===== src/rtl/i2s_tx_frame_gen.sv =====
// Local-side I2S transmitter: divides the fabric clock into bit clock and
// word select, serializes stereo frames and exports a wrapping frame count.
module i2s_tx_frame_gen #(
    parameter int HALF_DIV   = 2,
    parameter int DATA_WIDTH = 16,
    parameter int CNT_WIDTH  = 16
) (
    input  logic                    CLK_IP_i,
    input  logic                    RST_IP_n_i,
    input  logic                    enable_i,
    input  logic [2*DATA_WIDTH-1:0] sample_i,
    input  logic                    sample_valid_i,
    output logic                    sample_ready_o,
    input  logic                    underrun_clr_i,
    output logic                    bitclk_o,
    output logic                    ws_o,
    output logic                    sd_o,
    output logic                    frame_sync_o,
    output logic [CNT_WIDTH-1:0]    word_cnt_o,
    output logic                    underrun_o
);

    localparam int FW   = 2 * DATA_WIDTH;
    localparam int DV_W = (HALF_DIV > 1) ? $clog2(HALF_DIV) : 1;
    localparam int BC_W = $clog2(FW);

    localparam logic [DV_W-1:0] DIV_LAST = DV_W'(HALF_DIV - 1);
    localparam logic [BC_W-1:0] BIT_LAST = BC_W'(FW - 1);
    localparam logic [BC_W-1:0] WS_LO    = BC_W'(DATA_WIDTH - 1);
    localparam logic [BC_W-1:0] WS_HI    = BC_W'(FW - 2);

    logic [DV_W-1:0]      r_div_cnt;
    logic                 r_bitclk;
    logic [BC_W-1:0]      r_bit_cnt;
    logic                 r_ws;
    logic [FW-1:0]        r_shift;
    logic [FW-1:0]        r_hold;
    logic                 r_hold_full;
    logic                 r_frame_sync;
    logic [CNT_WIDTH-1:0] r_word_cnt;
    logic                 r_underrun;

    logic                 w_term;
    logic                 w_fall;
    logic                 w_load;
    logic                 w_ready;
    logic                 w_accept;
    logic                 w_starve;
    logic [BC_W-1:0]      w_bit_nxt;
    logic [FW-1:0]        w_load_data;

    assign w_term    = (r_div_cnt == DIV_LAST);
    assign w_fall    = enable_i & w_term & r_bitclk;
    assign w_load    = w_fall & (r_bit_cnt == BIT_LAST);
    assign w_bit_nxt = (r_bit_cnt == BIT_LAST) ? '0 : r_bit_cnt + BC_W'(1);

    // Ready is masked by reset so every output reads zero while reset is held.
    assign w_ready  = enable_i & ~r_hold_full & RST_IP_n_i;
    assign w_accept = sample_valid_i & w_ready;
    assign w_starve = w_load & ~r_hold_full & ~sample_valid_i;

    always_comb begin
        w_load_data = '0;
        if (r_hold_full) begin
            w_load_data = r_hold;
        end else if (sample_valid_i) begin
            w_load_data = sample_i;
        end
    end

    always_ff @(posedge CLK_IP_i or negedge RST_IP_n_i) begin
        if (!RST_IP_n_i) begin
            r_div_cnt    <= '0;
            r_bitclk     <= 1'b0;
            r_bit_cnt    <= BIT_LAST;
            r_ws         <= 1'b0;
            r_shift      <= '0;
            r_hold       <= '0;
            r_hold_full  <= 1'b0;
            r_frame_sync <= 1'b0;
        end else if (!enable_i) begin
            r_div_cnt    <= '0;
            r_bitclk     <= 1'b0;
            r_bit_cnt    <= BIT_LAST;
            r_ws         <= 1'b0;
            r_shift      <= '0;
            r_hold       <= '0;
            r_hold_full  <= 1'b0;
            r_frame_sync <= 1'b0;
        end else begin
            r_frame_sync <= w_load;
            if (w_term) begin
                r_div_cnt <= '0;
                r_bitclk  <= ~r_bitclk;
            end else begin
                r_div_cnt <= r_div_cnt + DV_W'(1);
            end
            if (w_fall) begin
                r_bit_cnt <= w_bit_nxt;
                r_ws      <= (w_bit_nxt >= WS_LO) && (w_bit_nxt <= WS_HI);
                if (w_load) begin
                    r_shift <= w_load_data;
                end else begin
                    r_shift <= {r_shift[FW-2:0], 1'b0};
                end
            end
            // A bypass accept during a load goes straight to the shifter.
            if (w_load) begin
                r_hold_full <= 1'b0;
            end else if (w_accept) begin
                r_hold      <= sample_i;
                r_hold_full <= 1'b1;
            end
        end
    end

    always_ff @(posedge CLK_IP_i or negedge RST_IP_n_i) begin
        if (!RST_IP_n_i) begin
            r_word_cnt <= '0;
            r_underrun <= 1'b0;
        end else begin
            if (w_load) begin
                r_word_cnt <= r_word_cnt + CNT_WIDTH'(1);
            end
            if (w_starve) begin
                r_underrun <= 1'b1;
            end else if (underrun_clr_i) begin
                r_underrun <= 1'b0;
            end
        end
    end

    assign sample_ready_o = w_ready;
    assign bitclk_o       = r_bitclk;
    assign ws_o           = r_ws;
    assign sd_o           = r_shift[FW-1];
    assign frame_sync_o   = r_frame_sync;
    assign word_cnt_o     = r_word_cnt;
    assign underrun_o     = r_underrun;

endmodule


===== config.mk =====
export PLATFORM = sky130hd
export DESIGN_NAME = i2s_tx_frame_gen
export DESIGN_NICKNAME = d
export VERILOG_FILES = /design/src/rtl/i2s_tx_frame_gen.sv
export SDC_FILE = /design/constraint.sdc
export NUM_CORES = 1
export LEC_CHECK = 0
export CAP_MARGIN = 10
export CORE_MARGIN = 1.5
export CORE_UTILIZATION = 50
export DETAILED_ROUTE_END_ITERATION = 16
export DONT_BUFFER_PORTS = 1
export PLACE_DENSITY_LB_ADDON = 0.15
export REMOVE_ABC_BUFFERS = 1
export SLEW_MARGIN = 20
export SYNTH_ARGS = -nofsm -noshare
export SYNTH_HDL_FRONTEND = slang
export SYNTH_SLANG_ARGS = --single-unit

===== constraint.sdc =====
create_clock -name CLK_IP_i -period 3.65 [get_ports CLK_IP_i]
set_clock_uncertainty 0.05 [all_clocks]
set_input_delay 0.73 -clock CLK_IP_i [delete_from_list [all_inputs] [get_ports CLK_IP_i]]
set_output_delay 0.73 -clock CLK_IP_i [all_outputs]
set_load 0.1 [all_outputs]

# Word level (Yosys, flattened, before mapping)
# Cells that the tools add are included.
# Widths: inputs -> output; s select.
[classes] n_addsub=3 order_cmp=2 n_eq_ne=6 n_mux=23 bitwise_logic=11 n_reduce_logical=3
[op_table] cell="$mux 32" count=8
[op_table] cell="$add 16x1->16 const B" count=1
[op_table] cell="$mux 5" count=3
[op_table] cell="$mux 1" count=12
[op_table] cell="$and 1x1->1" count=8
[op_table] cell="$ne 2x1->1 const B" count=3
[op_table] cell="$add 5x1->5 const B" count=1
[op_table] cell="$eq 5x5->1 const B" count=1
[op_table] cell="$ge 5x4->1 const B" count=1
[op_table] cell="$le 5x5->1 const B" count=1
[op_table] cell="$ne 3x1->1 const B" count=1
[op_table] cell="$not 1->1" count=3
[op_table] cell="$ne 2x2->1 const B" count=1
[op_table] cell="$reduce_and 2->1" count=1
[op_table] cell="$reduce_bool 2->1" count=1
[op_table] cell="$add 1x1->1 const B" count=1
[op_table] cell="$logic_and 1x1->1" count=1
[word_totals] reg_bits=91 in_bits=37 out_inout_bits=22 word_cells=58

# Longest topological paths before layout
[logic_depth] ltp_word=7 depth_mapped=8

# Least setup slack after synthesis
# Ideal clock, no wire load.
[synth_timing] kind="input to output" from="input enable_i" to="output sample_ready_o" t_arrival_ps=2004 required_time_ps=2870 slack_ps=866 stages=3 path_buffers=2 path_cell_list="clkbuf_1 -> clkbuf_1 -> and2_1"
[synth_between] elab_chain_len=2
[synth_rtl] item="from (decl)" line="10" rtl="input logic enable_i,"
[synth_rtl] item="$and 1x1->1 (2 in series)" line="58" rtl="assign w_ready = enable_i & ~r_hold_full & RST_IP_n_i;"
[synth_rtl] item="to (decl)" line="13" rtl="output logic sample_ready_o,"
# No other way between the ends.

# Worst setup path after layout
[layout_timing] from="register r_bit_cnt[1]" to="register r_hold[27]"
[layout_between] elab_chain_len=4
[layout_rtl] item="from (decl)" line="34" rtl="logic [BC_W-1:0] r_bit_cnt;"
[layout_rtl] item="from (signal assigned)" line="99" rtl="r_bit_cnt <= w_bit_nxt;"
[layout_rtl] item="$eq 5x5->1" line="54" rtl="assign w_load = w_fall & (r_bit_cnt == BIT_LAST);"
[layout_rtl] item="$and 1x1->1" line="54"
[layout_rtl] item="$ne 2x2->1 (no line)"
[layout_rtl] item="$reduce_and 2->1 (no line)"
[layout_rtl] item="to (signal assigned)" line="111" rtl="r_hold <= sample_i;"
[layout_rtl] item="to (decl)" line="37" rtl="logic [FW-1:0] r_hold;"
# No other way between the ends.
# A chain may end at the register's enable or synchronous reset.

==> summary.md <==
| Metric | Value |
|---|---|
| TritonRoute pass-1 iters | `4` |
| Initial antenna violation count | `0` |
| Crit. End Element | `register` |
| CP Launch Type | `register` |
| Worst hold path type | `input port to async pin` |
| Hpwl dp | `between 5000 and 6000 um` |
| EDFF count, synth | `0` |
| Fin nets | `around 480` |
| Final Hold Fails | `0` |
| Largest net degree at the start of global routing | `between 80 and 90` |
| First-pass GRT wire length | `~16,000 um` |
| H-Tree Depth | `3` |
| # IOs | `59` |
| Ratio of cells with drive above 1 in the final layout | `just over 10%` |
| Final WL | `~9400 um` |
| Min cycle time layout | `2.72 ns` |
| Final GP Congestion | `~0.76` |
| Peak Freq | `0.368 GHz` |
| Fin cells | `between 500 and 600` |
| Post-CTS setup buffer count | `0` |
| Iter 0 DRT Violations | `between 150 and 200` |
| Max-slew violations | `0` |
| Die area | `between 9000 and 10,000 um2` |
| Most common cell after layout, fill and taps aside | `dfrtp_1` |
| Outcome | `completed` |
| TritonCTS Buffers | `9` |
| Average size of a mapped cell | `roughly 10 um2` |
| Setup TNS | `0 ns` |
| Critical Path AT | `2.93 ns` |
| Final Setup Violations | `0` |
| Gate Count Post-Synth | `roughly 440` |
| Main flop type after synthesis | `dfrtp_1` |
| Worst-margin pin slew | `1.01 ns` |
| PD cells | `~440 nW/um2` |
| Site Rows | `34` |
| Initial Utilization | `52.3%` |
| Drt via density | `just under 6` |
| Clk pin slew, worst setup/hold paths | `0.09 ns` |
| Reg2Reg Depth | `8` |
| CP Class | `register to register` |
| # diodes | `0` |
| CTS root buffer | `clkbuf_8` |
| Post-Place Cells | `between 500 and 600` |
| Routed Antenna Nets | `0` |
| Max-cap viol count | `0` |
| YS warnings | `0` |
| Vias | `between 3,000 and 4,000` |
| Post-Syn Area | `between 4000 and 5000 um2` |
| PortBufs | `0` |
| Worst path required time | `between 3 and 4 ns` |
| Worst rel slew slack | `about a third` |
| Leak Pwr | `about 0.0023 uW` |
| Synth Register Bits | `between 90 and 100` |
| Worst-Skew Late Latency | `between 0.3 and 0.4 ns` |
| Ys async rst share | `100%` |
| Unrepaired setup endpoints after global routing | `no` |
| GR Util All Layers | `about a fifth` |
| Ratio of final minimum period to clock period | `74.5%` |
| Number of global-route vias before repair | `roughly 3,200` |
| Worst IR Drop VDD | `roughly 0.23 mV` |
| WL/cell | `between 15 and 20 um` |
| Most frequent cells in the layout | `dfrtp_1, nand2_1, o21ai_0` |
| DRC violations left | `0` |
| GRT Residual Overflow | `0` |
| Critical path fanouts, max | `32` |
| Die width | `just under 100 um` |
| Clk buf depth | `2` |
| Sequential area share after synthesis | `a little under 50%` |
| CTS tree | `built` |
| Synth cell types | `43` |
| Core area | `8850 um2` |
| Die H | `99.2 um` |
| Sink Count | `between 90 and 100` |
| Layout area overhead | `7.35%` |
## through the flow
step / worst slack [ns] / instance area, um2 / hold WS, ns / total power [uW] / util (%)
floorplan: 0.0843 / 4470 / 0.384 / 1380 / -
global placement: 1.02 / 4730 / 0.387 / 1450 / 53.5
finish: 0.929 / 4970 / 0.156 / 2170 / 56.2
detailed placement: 0.909 / 4730 / 0.387 / 1450 / 53.5
global route: 0.693 / 4970 / 0.131 / 2280 / 56.2
CTS: 0.912 / 4970 / 0.132 / 2200 / 56.2
## where the power goes
| group | total (uW) | internal, uW | switching [uW] |
|---|---|---|---|
| Combinational | 291 | 98.5 | 193 |
| Sequential | 1160 | 1050 | 113 |
| Clock | 720 | 375 | 345 |
| Total | 2170 | 1520 | 651 |
## path summary, 6_finish.rpt
kind	start	endpoint	slack [ns]
min	RST_IP_n_i	r_bit_cnt[2]	0.16
max in group asynchronous	RST_IP_n_i	bitclk_o	3.00
max reg2reg	r_bit_cnt[1]	r_hold[27]	0.93
min in group CLK_IP_i	underrun_clr_i	underrun_o	0.40
min reg2reg	r_bit_cnt[4]	r_bit_cnt[4]	0.46
max	r_bit_cnt[1]	r_hold[27]	0.93
## final cells by class
cell class / count / area, um2
Clock buffer: 15 / 176
Clock inverter: 1 / 30.0
Fill cell: 796 / 3880
Inverter: 5 / 18.8
Multi-Input combinational cell: 315 / 2170
Sequential cell: 91 / 2280
Tap cell: 108 / 135
Timing Repair Buffer: 18 / 155
## timing repair
item / 4_1_cts / 5_1_grt
hold buffers: 1 / 0
hold endpoints to repair: 86 / 0
resized for setup: 0 / 0
## synth_stat cells (2+ instances only)
library cell	n	area, um2
ha_1	5	62.6
and3_1	5	31.3
nand2_1	51	191
xor2_1	6	52.6
a21boi_1	18	135
nand3_1	9	45.0
o211ai_1	6	45.0
nor2_1	6	22.5
nor2b_1	34	213
buf_2	11	55.1
a22oi_1	31	233
a21boi_0	13	97.6
dfstp_2	5	131
buf_1	2	7.51
xnor2_1	11	96.3
mux2i_1	32	320
buf_6	3	33.8
nand4_1	3	18.8
a21o_1	30	225
o21ai_0	34	170
inv_1	4	15.0
and2_1	4	25.0
dfrtp_1	86	2150
clkbuf_1	16	60.1
## critical path: stages, from the launching register on
cell and delay, ns:
dfstp_2 0.60, ha_1 0.24, and3_1 0.18, ha_2 0.40, nand3_1 0.19, nand4_2 0.13
buf_4 0.47, mux2i_1 0.26, nor2b_1 0.06
## sequential cells by signal, summed over array words and instances (netlist names)
signal	count
r_div_cnt	1
r_hold	32
underrun_o	1
frame_sync_o	1
bitclk_o	1
r_bit_cnt	5
r_shift	32
ws_o	1
word_cnt_o	16
r_hold_full	1
## kinds of logic (layout without fill, tap and decap cells)
kind of cell               after synthesis  in the layout  synth area share, %
AOI/OAI and AO/OA                      138            138                 20.6
and+or+nand+nor                        123            123                 14.7
DFF                                     91             91                 49.3
buffers and inverters                   38             39                 3.89
muxes                                   32             32                 6.92
xor gates and xnor gates                17             17                 3.22
adders and majority gates                5              5                 1.35
## routing by layer
metal,GRT usage (%),wire length [um],up-vias
li1,-,-,1553
met3,4.64,392,11
met5,0,0,-
met2,32.6,4500,48
met4,7.91,166,0
met1,28.0,4350,1575
(Power assumes the default switching activity.)
